<file path="config.mk">
export PLATFORM = sky130hd
export DESIGN_NAME = apb_cmd_sequencer_flat
export DESIGN_NICKNAME = d
export VERILOG_FILES = /design/src/rtl/apb_cmd_sequencer_if.sv /design/src/rtl/apb_cmd_sequencer.sv /design/src/flat_wrapper.sv
export SDC_FILE = /design/constraint.sdc
export NUM_CORES = 1
export LEC_CHECK = 0
export CORE_AREA = 2 2 169 237
export CTS_CLUSTER_DIAMETER = 200
export CTS_CLUSTER_SIZE = 40
export DETAILED_ROUTE_END_ITERATION = 12
export DIE_AREA = 0 0 171 239
export PLACE_DENSITY = 0.59
export SYNTH_ARGS = -nofsm -noshare
export SYNTH_HDL_FRONTEND = slang
export SYNTH_SLANG_ARGS = --single-unit
</file>
<file path="constraint.sdc">
create_clock -name clk -period 5 [get_ports clk]
set_input_delay 1 -clock clk [delete_from_list [all_inputs] [get_ports clk]]
set_output_delay 1 -clock clk [all_outputs]
set_load 0.05 [all_outputs]
</file>
<file path="src/rtl/apb_cmd_sequencer_if.sv">
// ---------------------------------------------------------------------------
// apb_cmd_sequencer_if
//
// Bundles the three signal groups of the APB command sequencer:
//   cmd_*  : command port (source -> sequencer), valid/ready handshake
//   rsp_*  : response port (sequencer -> source), one-cycle pulse
//   apb_*  : APB requester bus (sequencer -> completer and back)
//
// Handshake semantics (cmd port): a command transfers on every rising clk
// edge where cmd_valid && cmd_ready are both 1. The source holds cmd_write,
// cmd_addr, cmd_wdata and cmd_tag stable while cmd_valid is high. cmd_ready
// does not depend on cmd_valid. The response port has no ready: rsp_valid is
// a single-cycle pulse and rsp_* are only meaningful while it is high.
//
// Modports:
//   master : the sequencer side (drives cmd_ready, rsp_*, APB requests)
//   slave  : the environment side (command source, response sink, completer)
// ---------------------------------------------------------------------------
interface apb_cmd_sequencer_if #(
  parameter int ADDR_WIDTH = 32,
  parameter int DATA_WIDTH = 32,
  parameter int TAG_WIDTH  = 4
);
  // command port
  logic                  cmd_valid;
  logic                  cmd_ready;
  logic                  cmd_write;
  logic [ADDR_WIDTH-1:0] cmd_addr;
  logic [DATA_WIDTH-1:0] cmd_wdata;
  logic [TAG_WIDTH-1:0]  cmd_tag;

  // response port
  logic                  rsp_valid;
  logic [DATA_WIDTH-1:0] rsp_rdata;
  logic                  rsp_err;
  logic                  rsp_timeout;
  logic [TAG_WIDTH-1:0]  rsp_tag;

  // APB requester
  logic                  apb_psel;
  logic                  apb_penable;
  logic                  apb_pwrite;
  logic [ADDR_WIDTH-1:0] apb_paddr;
  logic [DATA_WIDTH-1:0] apb_pwdata;
  logic [DATA_WIDTH-1:0] apb_prdata;
  logic                  apb_pready;
  logic                  apb_pslverr;

  modport master (
    input  cmd_valid, cmd_write, cmd_addr, cmd_wdata, cmd_tag,
    output cmd_ready,
    output rsp_valid, rsp_rdata, rsp_err, rsp_timeout, rsp_tag,
    output apb_psel, apb_penable, apb_pwrite, apb_paddr, apb_pwdata,
    input  apb_prdata, apb_pready, apb_pslverr
  );

  modport slave (
    output cmd_valid, cmd_write, cmd_addr, cmd_wdata, cmd_tag,
    input  cmd_ready,
    input  rsp_valid, rsp_rdata, rsp_err, rsp_timeout, rsp_tag,
    input  apb_psel, apb_penable, apb_pwrite, apb_paddr, apb_pwdata,
    output apb_prdata, apb_pready, apb_pslverr
  );
endinterface

</file>
<file path="src/rtl/apb_cmd_sequencer.sv">
// ---------------------------------------------------------------------------
// apb_cmd_sequencer
//
// Queued APB requester. Read/write commands are accepted through a
// valid/ready port into a DEPTH-entry FIFO and issued in order as APB
// transfers on the same clock (pclk = clk). Each finished transfer produces
// a one-cycle tagged response. A stalled completer is abandoned after
// TIMEOUT_CYCLES ACCESS cycles (0 = wait forever).
//
// Ports:
//   clk        : sole clock, also the APB clock
//   rst        : synchronous, active-high reset (flushes FIFO, no responses
//                are issued for flushed or in-flight commands)
//   bus        : apb_cmd_sequencer_if.master (cmd_*, rsp_*, apb_*)
//   idle       : FIFO empty and FSM in IDLE (combinational)
//   err_count  : saturating count of responses with rsp_err = 1
//   dbg_state  : current FSM state (0 IDLE, 1 SETUP, 2 ACCESS)
//
// Timing summary:
//   push in cycle N -> FSM sees it in N+1 -> psel = 1 in N+2
//   zero-wait completer with a non-empty queue -> one transfer per 2 cycles
//   rsp_valid follows the completing (or timing-out) cycle by one clock
// ---------------------------------------------------------------------------
module apb_cmd_sequencer #(
  parameter int ADDR_WIDTH     = 32,
  parameter int DATA_WIDTH     = 32,
  parameter int TAG_WIDTH      = 4,
  parameter int DEPTH          = 4,
  parameter int TIMEOUT_CYCLES = 255
) (
  input  logic        clk,
  input  logic        rst,
  apb_cmd_sequencer_if.master bus,
  output logic        idle,
  output logic [15:0] err_count,
  output logic [1:0]  dbg_state
);

  // -------------------------------------------------------------------------
  // Local parameters
  // -------------------------------------------------------------------------
  localparam int PTR_W   = $clog2(DEPTH);
  localparam int ENTRY_W = 1 + ADDR_WIDTH + DATA_WIDTH + TAG_WIDTH;

  // The timer counts completed wait cycles inside ACCESS; it only has to
  // reach TIMEOUT_CYCLES-1, the cycle after that is the abort cycle.
  localparam bit TIMEOUT_EN = (TIMEOUT_CYCLES != 0);
  localparam int TW         = (TIMEOUT_CYCLES > 1) ? $clog2(TIMEOUT_CYCLES) : 1;
  localparam logic [TW-1:0] TO_LAST = TW'(TIMEOUT_EN ? TIMEOUT_CYCLES - 1 : 0);

  typedef enum logic [1:0] {
    ST_IDLE   = 2'd0,
    ST_SETUP  = 2'd1,
    ST_ACCESS = 2'd2
  } state_t;

  // -------------------------------------------------------------------------
  // Command FIFO
  // Pointers carry one extra wrap bit so full and empty are distinguishable
  // without a separate occupancy counter.
  // -------------------------------------------------------------------------
  logic [ENTRY_W-1:0] mem [DEPTH];
  logic [PTR_W:0]     wr_ptr;
  logic [PTR_W:0]     rd_ptr;
  logic               fifo_full;
  logic               fifo_empty;
  logic               push;
  logic               pop;

  logic [ENTRY_W-1:0]    head;
  logic                  head_write;
  logic [ADDR_WIDTH-1:0] head_addr;
  logic [DATA_WIDTH-1:0] head_wdata;
  logic [TAG_WIDTH-1:0]  head_tag;

  assign fifo_empty = (wr_ptr == rd_ptr);
  assign fifo_full  = (wr_ptr[PTR_W] != rd_ptr[PTR_W]) &&
                      (wr_ptr[PTR_W-1:0] == rd_ptr[PTR_W-1:0]);
  assign push       = bus.cmd_valid && !fifo_full;

  assign head       = mem[rd_ptr[PTR_W-1:0]];
  assign head_write = head[ENTRY_W-1];
  assign head_addr  = head[DATA_WIDTH + TAG_WIDTH +: ADDR_WIDTH];
  assign head_wdata = head[TAG_WIDTH +: DATA_WIDTH];
  assign head_tag   = head[0 +: TAG_WIDTH];

  // Storage needs no reset: an entry is only read after it has been written.
  always_ff @(posedge clk) begin
    if (push) begin
      mem[wr_ptr[PTR_W-1:0]] <= {bus.cmd_write, bus.cmd_addr, bus.cmd_wdata, bus.cmd_tag};
    end
  end

  always_ff @(posedge clk) begin
    if (rst) begin
      wr_ptr <= '0;
      rd_ptr <= '0;
    end else begin
      if (push) wr_ptr <= wr_ptr + 1'b1;
      if (pop)  rd_ptr <= rd_ptr + 1'b1;
    end
  end

  // -------------------------------------------------------------------------
  // FSM registers
  // -------------------------------------------------------------------------
  state_t                state_q;
  logic                  psel_q;
  logic                  penable_q;
  logic                  pwrite_q;
  logic [ADDR_WIDTH-1:0] paddr_q;
  logic [DATA_WIDTH-1:0] pwdata_q;
  logic [TAG_WIDTH-1:0]  tag_q;
  logic [TW-1:0]         timer_q;
  logic                  rsp_valid_q;
  logic [DATA_WIDTH-1:0] rsp_rdata_q;
  logic                  rsp_err_q;
  logic                  rsp_timeout_q;
  logic [TAG_WIDTH-1:0]  rsp_tag_q;
  logic [15:0]           err_count_q;
  logic [15:0]           err_count_inc;

  // A pop happens when the FSM can start a new SETUP next cycle: from IDLE,
  // or from an ACCESS that completes this cycle. A timeout never pops, so the
  // bus always spends at least one cycle deselected after an abort.
  always_comb begin
    pop = 1'b0;
    if (!fifo_empty) begin
      if (state_q == ST_IDLE) begin
        pop = 1'b1;
      end else if (state_q == ST_ACCESS && bus.apb_pready) begin
        pop = 1'b1;
      end
    end
  end

  assign err_count_inc = (err_count_q == 16'hFFFF) ? err_count_q : err_count_q + 16'd1;

  always_ff @(posedge clk) begin
    if (rst) begin
      state_q       <= ST_IDLE;
      psel_q        <= 1'b0;
      penable_q     <= 1'b0;
      pwrite_q      <= 1'b0;
      paddr_q       <= '0;
      pwdata_q      <= '0;
      tag_q         <= '0;
      timer_q       <= '0;
      rsp_valid_q   <= 1'b0;
      rsp_rdata_q   <= '0;
      rsp_err_q     <= 1'b0;
      rsp_timeout_q <= 1'b0;
      rsp_tag_q     <= '0;
      err_count_q   <= '0;
    end else begin
      rsp_valid_q <= 1'b0;

      case (state_q)
        ST_IDLE: begin
          if (pop) begin
            psel_q    <= 1'b1;
            penable_q <= 1'b0;
            pwrite_q  <= head_write;
            paddr_q   <= head_addr;
            pwdata_q  <= head_wdata;
            tag_q     <= head_tag;
            state_q   <= ST_SETUP;
          end
        end

        ST_SETUP: begin
          penable_q <= 1'b1;
          timer_q   <= '0;
          state_q   <= ST_ACCESS;
        end

        ST_ACCESS: begin
          // pready is checked first so a completion on the last allowed
          // cycle wins over the timeout.
          if (bus.apb_pready) begin
            rsp_valid_q   <= 1'b1;
            rsp_rdata_q   <= pwrite_q ? '0 : bus.apb_prdata;
            rsp_err_q     <= bus.apb_pslverr;
            rsp_timeout_q <= 1'b0;
            rsp_tag_q     <= tag_q;
            if (bus.apb_pslverr) err_count_q <= err_count_inc;
            penable_q <= 1'b0;
            if (pop) begin
              // Back-to-back: psel stays high, straight into the next SETUP.
              pwrite_q <= head_write;
              paddr_q  <= head_addr;
              pwdata_q <= head_wdata;
              tag_q    <= head_tag;
              state_q  <= ST_SETUP;
            end else begin
              psel_q  <= 1'b0;
              state_q <= ST_IDLE;
            end
          end else if (TIMEOUT_EN && timer_q == TO_LAST) begin
            psel_q        <= 1'b0;
            penable_q     <= 1'b0;
            rsp_valid_q   <= 1'b1;
            rsp_rdata_q   <= '0;
            rsp_err_q     <= 1'b1;
            rsp_timeout_q <= 1'b1;
            rsp_tag_q     <= tag_q;
            err_count_q   <= err_count_inc;
            state_q       <= ST_IDLE;
          end else begin
            timer_q <= timer_q + 1'b1;
          end
        end

        default: begin
          psel_q    <= 1'b0;
          penable_q <= 1'b0;
          state_q   <= ST_IDLE;
        end
      endcase
    end
  end

  // -------------------------------------------------------------------------
  // Outputs
  // -------------------------------------------------------------------------
  assign bus.cmd_ready   = !fifo_full;
  assign bus.apb_psel    = psel_q;
  assign bus.apb_penable = penable_q;
  assign bus.apb_pwrite  = pwrite_q;
  assign bus.apb_paddr   = paddr_q;
  assign bus.apb_pwdata  = pwdata_q;
  assign bus.rsp_valid   = rsp_valid_q;
  assign bus.rsp_rdata   = rsp_rdata_q;
  assign bus.rsp_err     = rsp_err_q;
  assign bus.rsp_timeout = rsp_timeout_q;
  assign bus.rsp_tag     = rsp_tag_q;

  assign idle      = fifo_empty && (state_q == ST_IDLE);
  assign err_count = err_count_q;
  assign dbg_state = state_q;

endmodule

</file>
<file path="src/flat_wrapper.sv">
// flat-port wrapper written by rule: the top's interface ports become plain ports
module apb_cmd_sequencer_flat 
#(
  parameter int ADDR_WIDTH     = 32,
  parameter int DATA_WIDTH     = 32,
  parameter int TAG_WIDTH      = 4,
  parameter int DEPTH          = 4,
  parameter int TIMEOUT_CYCLES = 255
)
  (clk, rst, idle, err_count, dbg_state, bus_cmd_valid, bus_cmd_write, bus_cmd_addr, bus_cmd_wdata, bus_cmd_tag, bus_cmd_ready, bus_rsp_valid, bus_rsp_rdata, bus_rsp_err, bus_rsp_timeout, bus_rsp_tag, bus_apb_psel, bus_apb_penable, bus_apb_pwrite, bus_apb_paddr, bus_apb_pwdata, bus_apb_prdata, bus_apb_pready, bus_apb_pslverr);
  apb_cmd_sequencer_if #(.ADDR_WIDTH(ADDR_WIDTH), .DATA_WIDTH(DATA_WIDTH), .TAG_WIDTH(TAG_WIDTH)) bus_i ();
  input  logic clk;
  input  logic rst;
  output logic idle;
  output logic [15:0] err_count;
  output logic [1:0] dbg_state;
  input wire logic [$bits(bus_i.cmd_valid)-1:0] bus_cmd_valid;
  input wire logic [$bits(bus_i.cmd_write)-1:0] bus_cmd_write;
  input wire logic [$bits(bus_i.cmd_addr)-1:0] bus_cmd_addr;
  input wire logic [$bits(bus_i.cmd_wdata)-1:0] bus_cmd_wdata;
  input wire logic [$bits(bus_i.cmd_tag)-1:0] bus_cmd_tag;
  output wire logic [$bits(bus_i.cmd_ready)-1:0] bus_cmd_ready;
  output wire logic [$bits(bus_i.rsp_valid)-1:0] bus_rsp_valid;
  output wire logic [$bits(bus_i.rsp_rdata)-1:0] bus_rsp_rdata;
  output wire logic [$bits(bus_i.rsp_err)-1:0] bus_rsp_err;
  output wire logic [$bits(bus_i.rsp_timeout)-1:0] bus_rsp_timeout;
  output wire logic [$bits(bus_i.rsp_tag)-1:0] bus_rsp_tag;
  output wire logic [$bits(bus_i.apb_psel)-1:0] bus_apb_psel;
  output wire logic [$bits(bus_i.apb_penable)-1:0] bus_apb_penable;
  output wire logic [$bits(bus_i.apb_pwrite)-1:0] bus_apb_pwrite;
  output wire logic [$bits(bus_i.apb_paddr)-1:0] bus_apb_paddr;
  output wire logic [$bits(bus_i.apb_pwdata)-1:0] bus_apb_pwdata;
  input wire logic [$bits(bus_i.apb_prdata)-1:0] bus_apb_prdata;
  input wire logic [$bits(bus_i.apb_pready)-1:0] bus_apb_pready;
  input wire logic [$bits(bus_i.apb_pslverr)-1:0] bus_apb_pslverr;
  assign bus_i.cmd_valid = bus_cmd_valid;
  assign bus_i.cmd_write = bus_cmd_write;
  assign bus_i.cmd_addr = bus_cmd_addr;
  assign bus_i.cmd_wdata = bus_cmd_wdata;
  assign bus_i.cmd_tag = bus_cmd_tag;
  assign bus_cmd_ready = bus_i.cmd_ready;
  assign bus_rsp_valid = bus_i.rsp_valid;
  assign bus_rsp_rdata = bus_i.rsp_rdata;
  assign bus_rsp_err = bus_i.rsp_err;
  assign bus_rsp_timeout = bus_i.rsp_timeout;
  assign bus_rsp_tag = bus_i.rsp_tag;
  assign bus_apb_psel = bus_i.apb_psel;
  assign bus_apb_penable = bus_i.apb_penable;
  assign bus_apb_pwrite = bus_i.apb_pwrite;
  assign bus_apb_paddr = bus_i.apb_paddr;
  assign bus_apb_pwdata = bus_i.apb_pwdata;
  assign bus_i.apb_prdata = bus_apb_prdata;
  assign bus_i.apb_pready = bus_apb_pready;
  assign bus_i.apb_pslverr = bus_apb_pslverr;
  apb_cmd_sequencer #(.ADDR_WIDTH(ADDR_WIDTH), .DATA_WIDTH(DATA_WIDTH), .TAG_WIDTH(TAG_WIDTH), .DEPTH(DEPTH), .TIMEOUT_CYCLES(TIMEOUT_CYCLES)) u_core (.clk(clk), .rst(rst), .bus(bus_i), .idle(idle), .err_count(err_count), .dbg_state(dbg_state));
endmodule
</file>
# == Word-level counts from Yosys, hierarchy flattened ==
# Memories as Yosys holds them, arrays and structs flattened. A register that Yosys moved wholly into a read port is not among the register bits.
# Index checks and enable logic that the tools add are counted.
# word_totals
reg_bits,142
ram_bits,276
n_memories,1
out_inout_bits,126
elab_cells,102
# memory_table
memory,depth,width,read_ports,rd_ports_with_merged_regs,write_ports,line_no,source
u_core.mem,4,69,1,1,1,apb_cmd_sequencer.sv:62,logic [ENTRY_W-1:0] mem [DEPTH];
# classes
reduce_logical,16
mux,49
eq_ne,14
n_addsub,4
bitwise,2
# op_table
cell,n
2-to-1 mux 32 bit,7
one-hot mux 32 bit (2 select lines),2
2-to-1 mux 16 bit,4
2-to-1 mux 1 bit,19
"adder 16 x 1 -> 16 bit, second input constant",1
"== test 16 bit, second input constant",1
2-to-1 mux 4 bit,4
2-to-1 mux 8 bit,2
one-hot mux 8 bit (2 select lines),1
2-to-1 mux 2 bit,5
"adder 8 x 1 -> 8 bit, second input constant",1
"== test 8 bit, second input constant",1
one-hot mux 4 bit (2 select lines),1
"adder 3 x 1 -> 3 bit, second input constant",2
"!= test 2 bit, second input constant",3
"!= test 3 bit, second input constant",2
one-hot mux 1 bit (3 select lines),2
one-hot mux 2 bit (3 select lines),1
AND reduction 2 bit,3
AND reduction 3 bit,2
nonzero test 2 bit,3
logical AND 1 bit,4
"!= test 2 x 1 -> 1 bit, second input constant",2
AND reduction 4 bit,1
10 further kinds,11

# == Depth between registers and ports, before layout ==
# Gate-level depths: netlist of the first run.
# logic_depth
depth_word,8
ltp_mapped,9

# == Least setup slack after synthesis of the first run ==
# No wires, ideal clock.
# synth_path
kind,input-to-reg
startpoint,input bus_cmd_valid
endpoint,memory u_core.mem[3][0] (netlist bit) (enable)
setup_ps,436
arrival_ps,3077
path_slack_ps,1487
stages,3
t_required_ps,4564
path_cell_list,inv_1 -> a31oi_1 -> and2_1
# synth_between
elab_chain_len,3
# synth_rtl
element,line_no,source
from (decl),flat_wrapper.sv:17,input wire logic [$bits(bus_i.cmd_valid)-1:0] bus_cmd_valid;
logical AND 1 bit,apb_cmd_sequencer.sv:79,assign push = bus.cmd_valid && !fifo_full;
2-to-1 mux 1 bit,apb_cmd_sequencer.sv:89,if (push) begin
2-to-1 mux 1 bit (implied by the code),apb_cmd_sequencer.sv:90,"mem[wr_ptr[PTR_W-1:0]] <= {bus.cmd_write, bus.cmd_addr, bus.cmd_wdata, bus.cmd_tag};"
to (decl),apb_cmd_sequencer.sv:62,
# Every way passes these cells.

# == Worst setup path in the final report of the first run ==
# layout_path
startpoint,register u_core.wr_ptr[0]
endpoint,output idle
# layout_between
elab_chain_len,2
# layout_rtl
element,line_no,source
from (decl),apb_cmd_sequencer.sv:63,logic [PTR_W:0] wr_ptr;
from (signal assigned),apb_cmd_sequencer.sv:99,if (push) wr_ptr <= wr_ptr + 1'b1;
== test 3 bit,apb_cmd_sequencer.sv:76,assign fifo_empty = (wr_ptr == rd_ptr);
logical AND 1 bit,apb_cmd_sequencer.sv:238,assign idle = fifo_empty && (state_q == ST_IDLE);
to (decl),flat_wrapper.sv:14,output logic idle;
# Every way passes these cells.

==> results of run 1 <==
==> Yosys cell counts (3+ instances only) <==
cell	count
a211oi_1	7
and3_1	3
inv_1	7
and2_1	5
buf_1	6
dfxtp_1	143
mux2i_1	5
a22oi_1	32
ha_1	8
o21ai_0	4
a21oi_1	82
nand4_1	4
nor2_1	75
nand3_1	9
nor2b_1	5
mux4_2	69
clkbuf_1	46
edfxtp_1	276
nand2_1	153
xnor2_1	20
==> state kept, by name, indices dropped and copies added (netlist names), named ones only <==
register	flops
u_core.bus.apb_paddr	32
u_core.bus.apb_psel	1
u_core.bus.apb_pwdata	32
u_core.bus.apb_pwrite	1
u_core.bus.rsp_err	1
u_core.bus.rsp_rdata	32
u_core.bus.rsp_tag	4
u_core.bus.rsp_timeout	1
u_core.bus.rsp_valid	1
u_core.dbg_state	2
u_core.err_count	16
u_core.mem	276
u_core.rd_ptr	3
u_core.tag_q	4
u_core.timer_q	8
u_core.wr_ptr	3
==> metal layers <==
layer / up-vias / GRT usage (%)
met3: 28 / 2.27
met2: 208 / 29.7
met5: - / 0
met1: 4341 / 19.3
met4: 2 / 4.29
li1: 4083 / -
==> cell type report <==
type                            instances  area (um2)  share of cell area [%]
Antenna cell                            1        2.50                  0.0134
Clock buffer                           23         405                    2.17
Clock inverter                          1        30.0                   0.160
Inverter                                7        26.3                   0.140
Multi-Input combinational cell        513        4010                    21.5
Sequential cell                       419       11200                    59.6
Tap cell                              528         661                    3.53
Timing Repair Buffer                  240        2410                    12.9
==> power by group <==
group	total, mW	internal, mW	switching [mW]	leakage (nW)
registers	4.41	4.09	0.319	3.70
logic	2.92	1.09	1.83	2.07
clock network	1.58	0.584	0.994	0.206
total	8.90	5.76	3.15	5.97
==> per-stage QoR <==
step | hold WS, ns | power (mW) | setup slack [ns] | cells | instance area, um2
2_1_floorplan | 0.436 | 6.42 | 1.49 | 995 | 15400
3_3_place_gp | 0.444 | 7.45 | 1.56 | 1707 | 18300
3_5_place_dp | 0.449 | 7.48 | 1.55 | 1707 | 18300
4_1_cts | 0.467 | 9.05 | 1.26 | 1731 | 18700
5_1_grt | 0.483 | 9.35 | 1.10 | 1732 | 18700
6_report | 0.463 | 8.90 | 1.28 | 1732 | 18700
==> critical path: stages, from the launching register on <==
cell and delay [ns]:
dfxtp_1 0.40, xnor2_1 0.43, nand3_1 0.28, nor3_1 0.21
clkdlybuf4s50_1 0.85
==> worst max path at each step <==
stage,startpoint,slack [ns],endpoint
finish,u_core.wr_ptr[0],1.28,idle
global route,u_core.wr_ptr[0],1.10,idle
CTS,u_core.wr_ptr[0],1.26,idle
detailed placement,bus_cmd_valid,1.55,u_core.mem[2][48]
global placement,bus_cmd_valid,1.56,u_core.mem[2][26]
floorplan,bus_cmd_valid,1.49,u_core.mem[3][0]
==> cell usage in the layout (no fill, tap or decap), types with 2 or more instances in the layout <==
master,count
clkbuf_1,8
clkbuf_16,15
a31oi_1,2
nand2_1,152
buf_12,3
nand4_1,4
a22oi_1,32
nand3_1,9
clkdlybuf4s50_1,230
xnor2_1,20
inv_1,7
a211oi_1,7
mux2i_1,5
and4_1,2
and2_4,4
nor4_4,2
or3_1,2
buf_4,7
mux4_2,69
nor3_1,2
a21oi_1,82
ha_1,8
nand2b_1,2
dfxtp_4,2
o21ai_0,3
and3_1,3
nor2_1,74
a2111oi_2,2
xor2_1,2
nor2b_1,5
edfxtp_1,276
a311oi_1,2
mux2_2,2
dfxtp_1,141
==> logic make-up (layout without fill, tap and decap cells) <==
kind of cell	after synthesis	in the layout
simple gates	270	270
other cells	0	1
xor+xnor	22	22
fa+ha+maj	8	8
buf+inv	63	271
flops	419	419
compound gates	137	137
mux	76	76
==> metrics, run 1 <==
status=complete, no violations; post-synthesis compound-gate area fraction=5.73%; Net Count, Synth=1109; Sink Count=419; Mapped Cells=995; simple-gate share of the synthesized area=7.62%; GPL Wtd Cong=0.748; worst slew pin tran=1.12 ns; hold_sp=u_core.bus.apb_pwdata[26]; skew final=0.0418 ns; Tcrit/Tclk final=74.3%; Num CTS Buffers=14; Initial Util=39.5%; Peak VDD IR=0.380 mV; vias in the first global route=8714; Critical Path RT=4.00 ns; fillers=3470; DRT iter0 DRCs=503; Critical Path AT=2.72 ns; Fin. Hold Viols=0; Resize count post-CTS=0; CTS tree=yes; Post-synth EDFFs=276; routed vias=8662; postcts setup bufs=0; Hold Crit Endpoint=u_core.bus.apb_pwdata[26]; GRT Total Usage=16.0%; minimum clock period=3.72 ns; CTS max path bufs=3; root buffer cell=clkbuf_16; FF-to-FF path depth=3; largest net degree at the start of global routing=73; first-pass GRT wire length=50100 um; Synth Area in Adders=0.651%; FF-to-FF Start=u_core.wr_ptr[0]; antenna viol nets, final=0; mux contribution to synthesized area=10.6%; detailed-route wire length per cell=19.1 um; Post-Syn Area=15400 um2; core area=39000 um2; Layout Nets=1309; syn_area_per_cell=15.4 um2; Final Max Slew Viols=0; max_cap viols=0; WHS Path Cells=2; Reg clk slew, reported paths=0.15 ns; XOR/XNOR share of the synthesized area=1.25%; Yosys top cell by area=edfxtp_1; Fmax achieved=269 MHz; # rows=86; sequential area share after synthesis=72.5%; vias per inst=5.00; Post-DP HPWL=20600 um; Rel. slew slack=25.6%; Seq cells post-synth=419; area grow syn2layout=21.7%; worst skew pair latency=0.54 ns; Synth Warn #=0; share of cells above drive strength 1=9.81%; power density over the cells=476 nW/um2; DR pass1 iterations=4; R2R setup slack=2.33 ns; DRT Wirelength=33200 um; CP max FO=5; Lkg Pwr=5.97 nW; largest family of logic cells by synthesized area=multiplexers; metal3 WL=1630 um; WL met2=17600 um; top cells by area in the synthesized netlist=edfxtp_1, dfxtp_1, mux4_2; antenna violations before repair=2; die area=40900 um2; CP endpoint kind=output pin; Hold Crit Class=reg2reg; Cell variety after synth=45; die span in x=171 um; highest routed layer=met5; CTS Hold Bufs=0; Startpoint Class=register; Setup TNS Final=0 ns; total congestion overflow=0; die height=239 um; Core Util, Final=48.0%; # DRC=0; prevailing post-synth register cell=edfxtp_1; Yosys top cell area share=53.9%; IO Count=232; RSZ-0062 raised after global routing=false; M1 WL=13200 um; kind of critical path=reg2out; H-tree depth=1; Post-synth ARST share=0%; IO Port Bufs=231; setup violators final=0; reg2reg end=u_core.mem[2][28]
Note: power is estimated with default switching activity, not from simulation.
==> run 2, diff against run 1 <==
clock period = 3.5 ns   (was 5 ns; I/O delays follow)
==> run 2 against run 1 <==
  * Worst hold slack better by 0.0011 ns
  * Critical path type unchanged
  * Largest cell class unchanged
  * Total power is 45% higher
  * Largest power group unchanged
  * Critical path depth stayed put
  * Combinational power is 50% higher
  * Sequential power is 42% higher
==> metrics, run 2 (synthesis results as in run 1) <==
status=complete, no violations; die area=40900 um2 (unchanged); IO Count=232 (unchanged); # DRC=0 (unchanged); core area=39000 um2 (unchanged); H-tree depth=1 (unchanged); RSZ-0062 raised after global routing=false; Peak VDD IR=0.652 mV (+71%); CP endpoint kind=output pin; routed vias=8698 (+0.42%); antenna viol nets, final=0 (unchanged); Rel. slew slack=48.1% (+23 points); kind of critical path=reg2out; Num CTS Buffers=14 (unchanged); Fin. Hold Viols=0 (unchanged); detailed-route wire length per cell=19.5 um (+1.8%); largest net degree at the start of global routing=73 (unchanged); Startpoint Class=register; fillers=3411 (-1.7%); vias per inst=4.98 (-0.50%); share of cells above drive strength 1=10.9% (+1.1 points); max FFs per register=276 (unchanged); GRT Total Usage=16.4% (+0.38 points); antenna violations before repair=3 (+1); CTS max path bufs=3 (unchanged); # rows=86 (unchanged); worst skew pair latency=0.54 ns (about the same); CTS Hold Bufs=0 (unchanged); Layout Nets=1324 (+1.1%); Post-DP HPWL=21000 um (+2.0%); commonest non-fill, non-tap cell in the layout=edfxtp_1; postcts setup bufs=0 (unchanged); total congestion overflow=0 (unchanged); DRT iter0 DRCs=495 (-1.6%); Setup WS pre-CTS=0.585 ns (-0.965 ns); switching part of the total=35.5% (+0.17 points); CTS tree=yes; Critical Path RT=2.80 ns (-1.20 ns); DR pass1 iterations=4 (unchanged); Reg power frac=48.6% (-0.9 points); Reg clk slew, reported paths=0.15 ns (about the same); max_cap viols=0 (unchanged); skew final=0.0349 ns (-0.00692 ns); area grow syn2layout=23.2%; clock power share=17.6% (about the same); Fmax achieved=334 MHz; minimum clock period=3.00 ns; Initial Util=39.5% (unchanged); worst slew pin tran=0.778 ns (-0.338 ns); Setup TNS Final=0 ns (unchanged); Lkg Pwr=6.09 nW (+2.0%); Comb power frac=33.8% (+1.0 points); GPL Wtd Cong=0.724 (-3.2%); root buffer cell=clkbuf_16; Worst Slack Setup Final=0.502 ns (-0.783 ns); NetSw=4.59 mW (+46%); DRT Wirelength=34100 um (+2.8%); setup violators final=0 (unchanged); commonest cells after routing, fill and taps aside=edfxtp_1, clkdlybuf4s50_1, nand2_1, dfxtp_1, a21oi_1; vias in the first global route=8749 (+0.40%); first-pass GRT wire length=51100 um (+1.9%); power density over the cells=681 nW/um2 (+43%); die span in x=171 um (unchanged); CP max FO=5 (unchanged); Tcrit/Tclk final=85.7%; Pint=8.32 mW (+45%); Sink Count=419 (unchanged); IO Port Bufs=231 (unchanged); Hold Crit Class=reg2reg; Final Max Slew Viols=0 (unchanged); die height=239 um (unchanged); Critical Path AT=2.30 ns (-0.42 ns)
run 2: area by class of cell:
| class | instances | area (um2) | share of cell area (%) |
|---|---|---|---|
| Tap cell | 528 | 661 | 3.49 |
| Clock buffer | 23 | 405 | 2.14 |
| Multi-Input combinational cell | 513 | 4010 | 21.2 |
| Clock inverter | 1 | 30.0 | 0.159 |
| Antenna cell | 2 | 5.00 | 0.0264 |
| Inverter | 7 | 26.3 | 0.139 |
| Sequential cell | 419 | 11200 | 58.9 |
| Timing Repair Buffer | 255 | 2640 | 14.0 |
run 2: repair_timing:
action                     in CTS  in global routing
hold endpoints to repair        0                  0
resized for setup               0                  1
setup endpoints to repair       0                  1
run 2: through the flow:
step / hold WS [ns] / util, % / instance area [um2] / power, mW / std cells
6_report: 0.464 / 48.6 / 18900 / 12.9 / 1748
5_1_grt: 0.488 / 48.6 / 18900 / 13.5 / 1748
4_1_cts: 0.466 / 48.6 / 18900 / 13.1 / 1746
3_5_place_dp: 0.448 / 47.5 / 18500 / 10.8 / 1722
3_3_place_gp: 0.442 / 47.5 / 18500 / 10.8 / 1722
2_1_floorplan: 0.436 / - / 15400 / 9.17 / 995
run 2: worst paths after layout:
check | to | from | slack [ns] | cells past startpoint
worst max-delay path | idle | u_core.wr_ptr[0] | 0.50 | 4
worst min-delay path | u_core.bus.apb_pwdata[23] | u_core.bus.apb_pwdata[23] | 0.46 | 2
worst min register to register | u_core.bus.apb_pwdata[23] | u_core.bus.apb_pwdata[23] | 0.46 | 2
worst max register to register | u_core.mem[3][67] | u_core.wr_ptr[0] | 1.16 | 4
run 2: critical path, cell delays in order, from the launching register on:
cell	delay, ns
dfxtp_1	0.40
xnor2_1	0.40
nand3_1	0.30
nor3_1	0.20
dlymetal6s2s_1	0.45
run 2: power groups by stage:
stage	clock [mW]	combinational (mW)	sequential, mW
finish	2.27	4.37	6.27
global route	2.51	4.68	6.35
CTS	2.37	4.45	6.30
detailed placement	0	4.44	6.40
global placement	0	4.42	6.39
floorplan	0	1.81	7.35
run 2: routing by layer:
metal	part of all wire, %	vias to the layer above	track usage (%)
met3	5.2	20	2.81
met2	53	193	30.0
met5	0.047	-	0
met1	41	4367	20.1
li1	-	4116	-
met4	1.3	2	3.95
